## src/rtl/gshare_predictor.sv

```systemverilog
// gshare_predictor: global-history branch direction predictor.
//
// A table of 2^IDX_W saturating counters is indexed by the branch PC, optionally
// XORed with a global history register (GHR). Predictions are registered and
// appear one cycle after a request; resolved branches train the table. After
// every reset the table is cleared by a hardware sweep before requests are served.
//
// Build option: define PRED_GHIST_EN to enable gshare hashing with the GHR.
// Without it the GHR is absent and the table is indexed bimodally by PC only.
//
// Ports:
//   clk_i         clock, all state updates on the rising edge
//   rst_i         synchronous active-high reset
//   req_i/idx_i   prediction request and its branch PC
//   prediction_o  registered predicted direction (1 = taken)
//   pred_valid_o  one-cycle pulse per accepted request
//   update_en_i   resolved-branch update strobe
//   upd_idx_i     PC of the resolved branch
//   br_result_i   actual outcome (1 = taken)
//   correct_i     earlier prediction was correct (used only with update_en_i)
//   ready_o       init sweep done
//   miss_count_o  saturating mispredict count
module gshare_predictor #(
    parameter int unsigned IDX_W    = 10,
    parameter int unsigned HIST_LEN = 8,
    parameter int unsigned CTR_W    = 2,
    parameter int unsigned CNT_W    = 16
) (
    input  logic             clk_i,
    input  logic             rst_i,
    input  logic             req_i,
    input  logic [31:0]      idx_i,
    output logic             prediction_o,
    output logic             pred_valid_o,
    input  logic             update_en_i,
    input  logic [31:0]      upd_idx_i,
    input  logic             br_result_i,
    input  logic             correct_i,
    output logic             ready_o,
    output logic [CNT_W-1:0] miss_count_o
);

    localparam int unsigned      DEPTH    = 1 << IDX_W;
    localparam logic [CTR_W-1:0] CTR_INIT = CTR_W'((1 << (CTR_W - 1)) - 1);
    localparam logic [CTR_W-1:0] CTR_MAX  = '1;
    localparam logic [CNT_W-1:0] MISS_MAX = '1;
    localparam logic [IDX_W-1:0] LAST_ROW = '1;

    typedef enum logic {StInit, StRun} state_e;

    state_e           state_q, state_d;
    logic [IDX_W-1:0] sweep_ptr_q, sweep_ptr_d;
    logic [CTR_W-1:0] table_q [DEPTH];

    logic [IDX_W-1:0] req_row;
    logic [IDX_W-1:0] upd_row;
    logic [CTR_W-1:0] upd_ctr;
    logic [CTR_W-1:0] ctr_next;
    logic             run;

    assign run     = (state_q == StRun);
    assign ready_o = run;

    // Only PC bits [IDX_W+1:2] participate in the index.
    logic unused_pc_bits;
    assign unused_pc_bits = ^{idx_i[31:IDX_W+2], idx_i[1:0],
                              upd_idx_i[31:IDX_W+2], upd_idx_i[1:0]};

`ifdef PRED_GHIST_EN
    logic [HIST_LEN-1:0] ghr_q, ghr_d;

    // Both ports hash with the GHR as it stands before this edge's update.
    assign req_row = idx_i[IDX_W+1:2] ^ IDX_W'(ghr_q);
    assign upd_row = upd_idx_i[IDX_W+1:2] ^ IDX_W'(ghr_q);

    always_comb begin
        ghr_d = ghr_q;
        if (run && update_en_i) begin
            // Shift in the outcome; truncation drops the oldest bit.
            ghr_d = HIST_LEN'({ghr_q, br_result_i});
        end
    end

    always_ff @(posedge clk_i) begin
        if (rst_i) begin
            ghr_q <= '0;
        end else begin
            ghr_q <= ghr_d;
        end
    end
`else
    assign req_row = idx_i[IDX_W+1:2];
    assign upd_row = upd_idx_i[IDX_W+1:2];

    logic unused_hist_len;
    assign unused_hist_len = (HIST_LEN == 0);
`endif

    // Saturating counter step for the update port.
    always_comb begin
        upd_ctr  = table_q[upd_row];
        ctr_next = upd_ctr;
        if (br_result_i) begin
            if (upd_ctr != CTR_MAX) begin
                ctr_next = upd_ctr + CTR_W'(1);
            end
        end else if (upd_ctr != '0) begin
            ctr_next = upd_ctr - CTR_W'(1);
        end
    end

    always_comb begin
        state_d     = state_q;
        sweep_ptr_d = sweep_ptr_q;
        case (state_q)
            StInit: begin
                sweep_ptr_d = sweep_ptr_q + IDX_W'(1);
                if (sweep_ptr_q == LAST_ROW) begin
                    state_d = StRun;
                end
            end
            StRun:   state_d = StRun;
            default: state_d = StInit;
        endcase
    end

    always_ff @(posedge clk_i) begin
        if (rst_i) begin
            state_q     <= StInit;
            sweep_ptr_q <= '0;
        end else begin
            state_q     <= state_d;
            sweep_ptr_q <= sweep_ptr_d;
        end
    end

    // Table has no reset; the init sweep provides its known state.
    always_ff @(posedge clk_i) begin
        if (!rst_i) begin
            if (state_q == StInit) begin
                table_q[sweep_ptr_q] <= CTR_INIT;
            end else if (update_en_i) begin
                table_q[upd_row] <= ctr_next;
            end
        end
    end

    always_ff @(posedge clk_i) begin
        if (rst_i) begin
            prediction_o <= 1'b0;
            pred_valid_o <= 1'b0;
            miss_count_o <= '0;
        end else begin
            pred_valid_o <= run && req_i;
            if (run && req_i) begin
                prediction_o <= table_q[req_row][CTR_W-1];
            end
            if (run && update_en_i && !correct_i && (miss_count_o != MISS_MAX)) begin
                miss_count_o <= miss_count_o + CNT_W'(1);
            end
        end
    end

endmodule

```

## config.mk

```make
export PLATFORM = sky130hd
export DESIGN_NAME = gshare_predictor
export DESIGN_NICKNAME = d
export VERILOG_FILES = /design/src/rtl/gshare_predictor.sv
export SDC_FILE = /design/constraint.sdc
export NUM_CORES = 2
export LEC_CHECK = 0
export ABC_AREA = 0
export BUFFER_PORTS_ARGS = -buffer_cell sky130_fd_sc_hd__buf_2
export CAP_MARGIN = 10
export CORE_ASPECT_RATIO = 0.7
export CORE_MARGIN = 2
export CORE_UTILIZATION = 35
export CTS_BUF_LIST = sky130_fd_sc_hd__clkbuf_4
export DETAILED_ROUTE_END_ITERATION = 8
export GPL_ROUTABILITY_DRIVEN = 0
export SLEW_MARGIN = 15
export SYNTH_ARGS = -nofsm -noshare
export SYNTH_HDL_FRONTEND = slang
export SYNTH_SLANG_ARGS = --single-unit
export TNS_END_PERCENT = 1
```

## constraint.sdc

```tcl
create_clock -name clk_i -period 48.4 [get_ports clk_i]
set_clock_uncertainty 0.2 [all_clocks]
set_input_delay 4.84 -clock clk_i [delete_from_list [all_inputs] [get_ports clk_i]]
set_output_delay 4.84 -clock clk_i [all_outputs]
set_load 0.005 [all_outputs]
```

* Yosys cells after proc, flatten, opt, wreduce, memory -nomap -nowiden *
Memories as Yosys holds them, arrays and structs flattened. A register that Yosys moved wholly into a read port is not among the register bits.
Index checks and enable logic that the tools add are counted.

word-level totals
  register bits = 28
  word-level logic and storage cells = 35
  memories = 1
  bits of input ports = 70
  output and inout port bits = 19
  RAM bits = 2048

operators by class
  add/subtract/negate cells = 4
  reductions and logical operators = 7
  bitwise logic cells = 1
  equality and inequality tests = 3
  mux-type cells = 15

memories
  memory   words  bits a word  read ports  clocked after memory_dff  wr ports  RTL line  RTL
  table_q  1024   2            2           1                         1         53        logic [CTR_W-1:0] table_q [DEPTH];

operators by type and width
  cell                   number
  $add 16x1->16 const B  1
  $ne 16x16->1 const B   1
  $add 10x1->10 const B  1
  $eq 10x10->1 const B   1
  $mux 10                1
  $mux 1                 9
  $mux 2                 4
  $logic_and 1x1->1      4
  $add 2x1->2 const B    1
  $ne 2x2->1 const B     1
  $pmux 1 s2             1
  $reduce_bool 2->1      1
  $reduce_or 2->1        1
  $sub 2x1->2 const B    1
  $logic_not 1->1        1
  $not 1->1              1

* Longest topological paths before layout *
  word-level depth = 6
  gate-level depth with buffers = 16
  mapped depth without buffers = 10

* Least setup slack after synthesis *
No wires, ideal clock.

  kind = input to register
  from = input port upd_idx_i[2]
  to = memory table_q[0][1] (data pin)
  path slack = 8.342 ns
  data arrival time = 34.181 ns
  stages on the path = 14
  setup time = 5.677 ns
  path buffers = 7
  data required time = 42.523 ns
  cell sequence = buf_6 buf_12 buf_8 buf_8 buf_6 buf_8 buf_2 nand2_1 a41o_1 o311ai_0 nand4_1 a31oi_2 nand2_1 a21oi_1

between the ends
  cells in the longest elaborated chain, start to end = 5
  elaborated cells between the ends (all ways) = 9
  those cells by class = add/sub (2); eq/ne (1); mux (4); reduce/logical (1); memory (1)

ends and longest elaborated chain
  element                              RTL line  RTL
  start, declared                      36        input logic [31:0] upd_idx_i,
  $mem_v2 1024x2 (*)                   -
  $sub 2x1->2 (tied with other cells)  108       ctr_next = upd_ctr - CTR_W'(1);
  $mux 2 (on tied branches)            107, 104
  $mux 2 (*)                           103       if (br_result_i) begin
  $mux 2 (no line) (*)                 -
  end, declared                        53

Mark *: on every way between the ends. The rest lies on a longest branch, timed or not.

* Worst setup path after layout *
  from = input port upd_idx_i[2]
  to = memory table_q[672][0] (data pin)

Same word-level chain as after synthesis.

==> flow_summary.json <==
{
  "routed_wl_um": 317000,
  "ios": 89,
  "path_max_fanout": 235,
  "via_per_inst": 6.10,
  "dr.first_iter.drc_count": 9558,
  "synth_seq_cells": 2077,
  "dieHeight_um": 436,
  "rsz0062_at_grt": "no",
  "antenna_found_initial": 32,
  "worst_setup_path_end_kind": "flop",
  "die_x_um": 621,
  "p_leak_nw": 36.1,
  "power.density_nw_per_um2": 35.2,
  "area_delta_synth_final_pct": 11.2,
  "yosys_warnings": 0,
  "grt_overflow": 0,
  "io_buffers": 44,
  "drv_cap": 0,
  "hold_viol_final": 0,
  "final_common_cell": "edfxtp_1",
  "clockBufferDepth": 4,
  "dp_hpwl_um": 179000,
  "tightest_slew_ns": 1.27,
  "hold_slack_ns": 0.308,
  "crit_path_start_kind": "input port",
  "required_ns": 49.02,
  "reg2regPathDepth": 13,
  "syn-num-nets": 5643,
  "drc_errors": 0,
  "synth_flop_cell": "edfxtp_1",
  "syn_area_per_cell_um2": 16.7,
  "max_slew_margin_pct": 15.2,
  "fmax_mhz": 79.2,
  "post-cts-setup-buffers": 0,
  "rows": 158,
  "post_dp_cell_area_um2": 97100,
  "irDropWorstVdd_mv": 0.0189,
  "cts_tree": "done",
  "hold-path-cell-count": 2,
  "drv_slew": 0,
  "fp.coreArea_um2": 265000,
  "fin_crit_ns": 12.62,
  "synth_cell_types": 74,
  "criticalPathCategory": "in -> reg",
  "insertion_delay_ns": 1.29,
  "syn-cell-area_um2": 93200,
  "synthCells": 5571,
  "hold_class": "reg -> reg",
  "synth_edf_count": 2048,
  "grt_pass1_vias": 58000,
  "cts_root_buf": "clkbuf_4",
  "ant_nets": 0,
  "status": "finished, final reports clean",
  "period_share_pct": 26.1,
  "clk_pin_slew_ns": 0.07,
  "gr-usage-all-layers_pct": 23.0,
  "cts_hold_buf": 0,
  "drive_gt1_share_pct": 29.9,
  "cts-htree-levels": 6,
  "numCtsBuffers": 523,
  "tns_ns": 0,
  "numClockSinks": 2077,
  "setup_violations": 0,
  "stdcell_area_um2": 104000,
  "final_cell_mix": "edfxtp_1, nor2_1, mux4_2",
  "dr.pass1.iters": 5,
  "cts_resized": 0,
  "grt_pass1_wl_um": 441000,
  "final_nets": 5896,
  "start_util_pct": 35.2,
  "vias": 59200,
  "die_area_um2": 271000,
  "crit_arrival_ns": 13.25,
  "synth-async-reset-ratio_pct": 0,
  "yosysSeqAreaShare_pct": 66.6,
  "wl_per_cell_um": 32.6,
  "grt_max_degree": 248
}
-- state kept, by name, indices dropped and copies added (netlist names) --
register / cells
miss_count_o: 16
ready_o: 1
prediction_o: 1
sweep_ptr_q: 10
pred_valid_o: 1
table_q: 2048
-- critical path: stages --
cell,delay [ns]
buf_8,0.52
buf_4,0.79
buf_4,0.63
mux4_2,0.57
mux2i_1,0.27
o21ai_0,0.12
nor3_1,0.75
o22ai_1,0.23
and3_1,0.27
a2111o_1,0.52
o311ai_1,0.17
a21oi_1,0.16
o21ai_4,0.26
buf_12,0.52
buf_12,0.35
buf_16,0.33
buf_4,0.96
-- per-layer routing --
layer / vias up / wire length [um] / GRT usage (%)
li1: 23100 / - / -
met1: 30700 / 123000 / 32.4
met2: 4670 / 135000 / 32.3
met3: 674 / 48300 / 8.71
met4: 24 / 10600 / 7.95
met5: - / 153 / 0
-- where the power goes --
group	internal, mW	switching [mW]	total (mW)
logic	0.0615	0.132	0.193
registers	1.94	0.000593	1.94
clock network	0.767	0.742	1.51
total	2.77	0.875	3.65
-- stage by stage --
stage	total power [mW]	setup slack [ns]	std cells	util (%)
6_report	3.65	35.78	9702	39.1
5_1_grt	3.76	35.48	9693	39.1
4_1_cts	3.66	35.68	9682	39.1
3_5_place_dp	2.17	34.40	8816	36.7
3_3_place_gp	2.17	34.50	8816	36.7
2_1_floorplan	2.10	8.34	5571	-
-- path summary, 6_finish.rpt --
| path | endpoint | slack [ns] | start |
|---|---|---|---|
| min | miss_count_o[9]$_SDFFE_PP0P_ | 0.31 | miss_count_o[9]$_SDFFE_PP0P_ |
| max | table_q[672][0]$_DFFE_PP_ | 35.78 | upd_idx_i[2] |
| min reg2reg | miss_count_o[9]$_SDFFE_PP0P_ | 0.31 | miss_count_o[9]$_SDFFE_PP0P_ |
| max reg2reg | table_q[672][0]$_DFFE_PP_ | 41.23 | table_q[13][0]$_DFFE_PP_ |
-- synthesized netlist by cell type, types with 37 or more instances --
library cell	instances	area (um2)
edfxtp_1	2048	61500
nor2_1	1119	4200
mux4_2	751	16900
nand2_1	225	845
clkbuf_1	203	762
mux2i_1	186	1860
buf_1	125	469
buf_2	82	410
a21oi_1	80	400
a22oi_1	67	503
o21ai_0	59	295
o22ai_1	48	300
nor3_1	46	230
o221ai_1	45	394
nand3_1	44	220
buf_6	37	417
-- logic make-up (layout without fill, tap and decap cells) --
| group | after synthesis | after routing | share of synthesized area, % |
|---|---|---|---|
| DFF | 2077 | 2077 | 66.6 |
| and+or+nand+nor | 1553 | 1553 | 6.74 |
| muxes | 961 | 961 | 20.4 |
| buffers and inverters | 495 | 1089 | 2.60 |
| AOI/OAI and AO/OA | 463 | 463 | 3.43 |
| xor gates and xnor gates | 20 | 20 | 0.188 |
| adders and majority gates | 2 | 2 | 0.0268 |
| other | 0 | 17 | 0 |
-- area by class of cell --
type	instances	area, um2
Sequential cell	2077	62100
Timing Repair Buffer	210	1730
Fill cell	24300	161000
Inverter	13	52.6
Multi-Input combinational cell	2999	29000
Clock buffer	728	5470
Tap cell	3520	4400
Antenna cell	17	42.5
Clock inverter	138	936
Power figures use the tool's default switching activity.
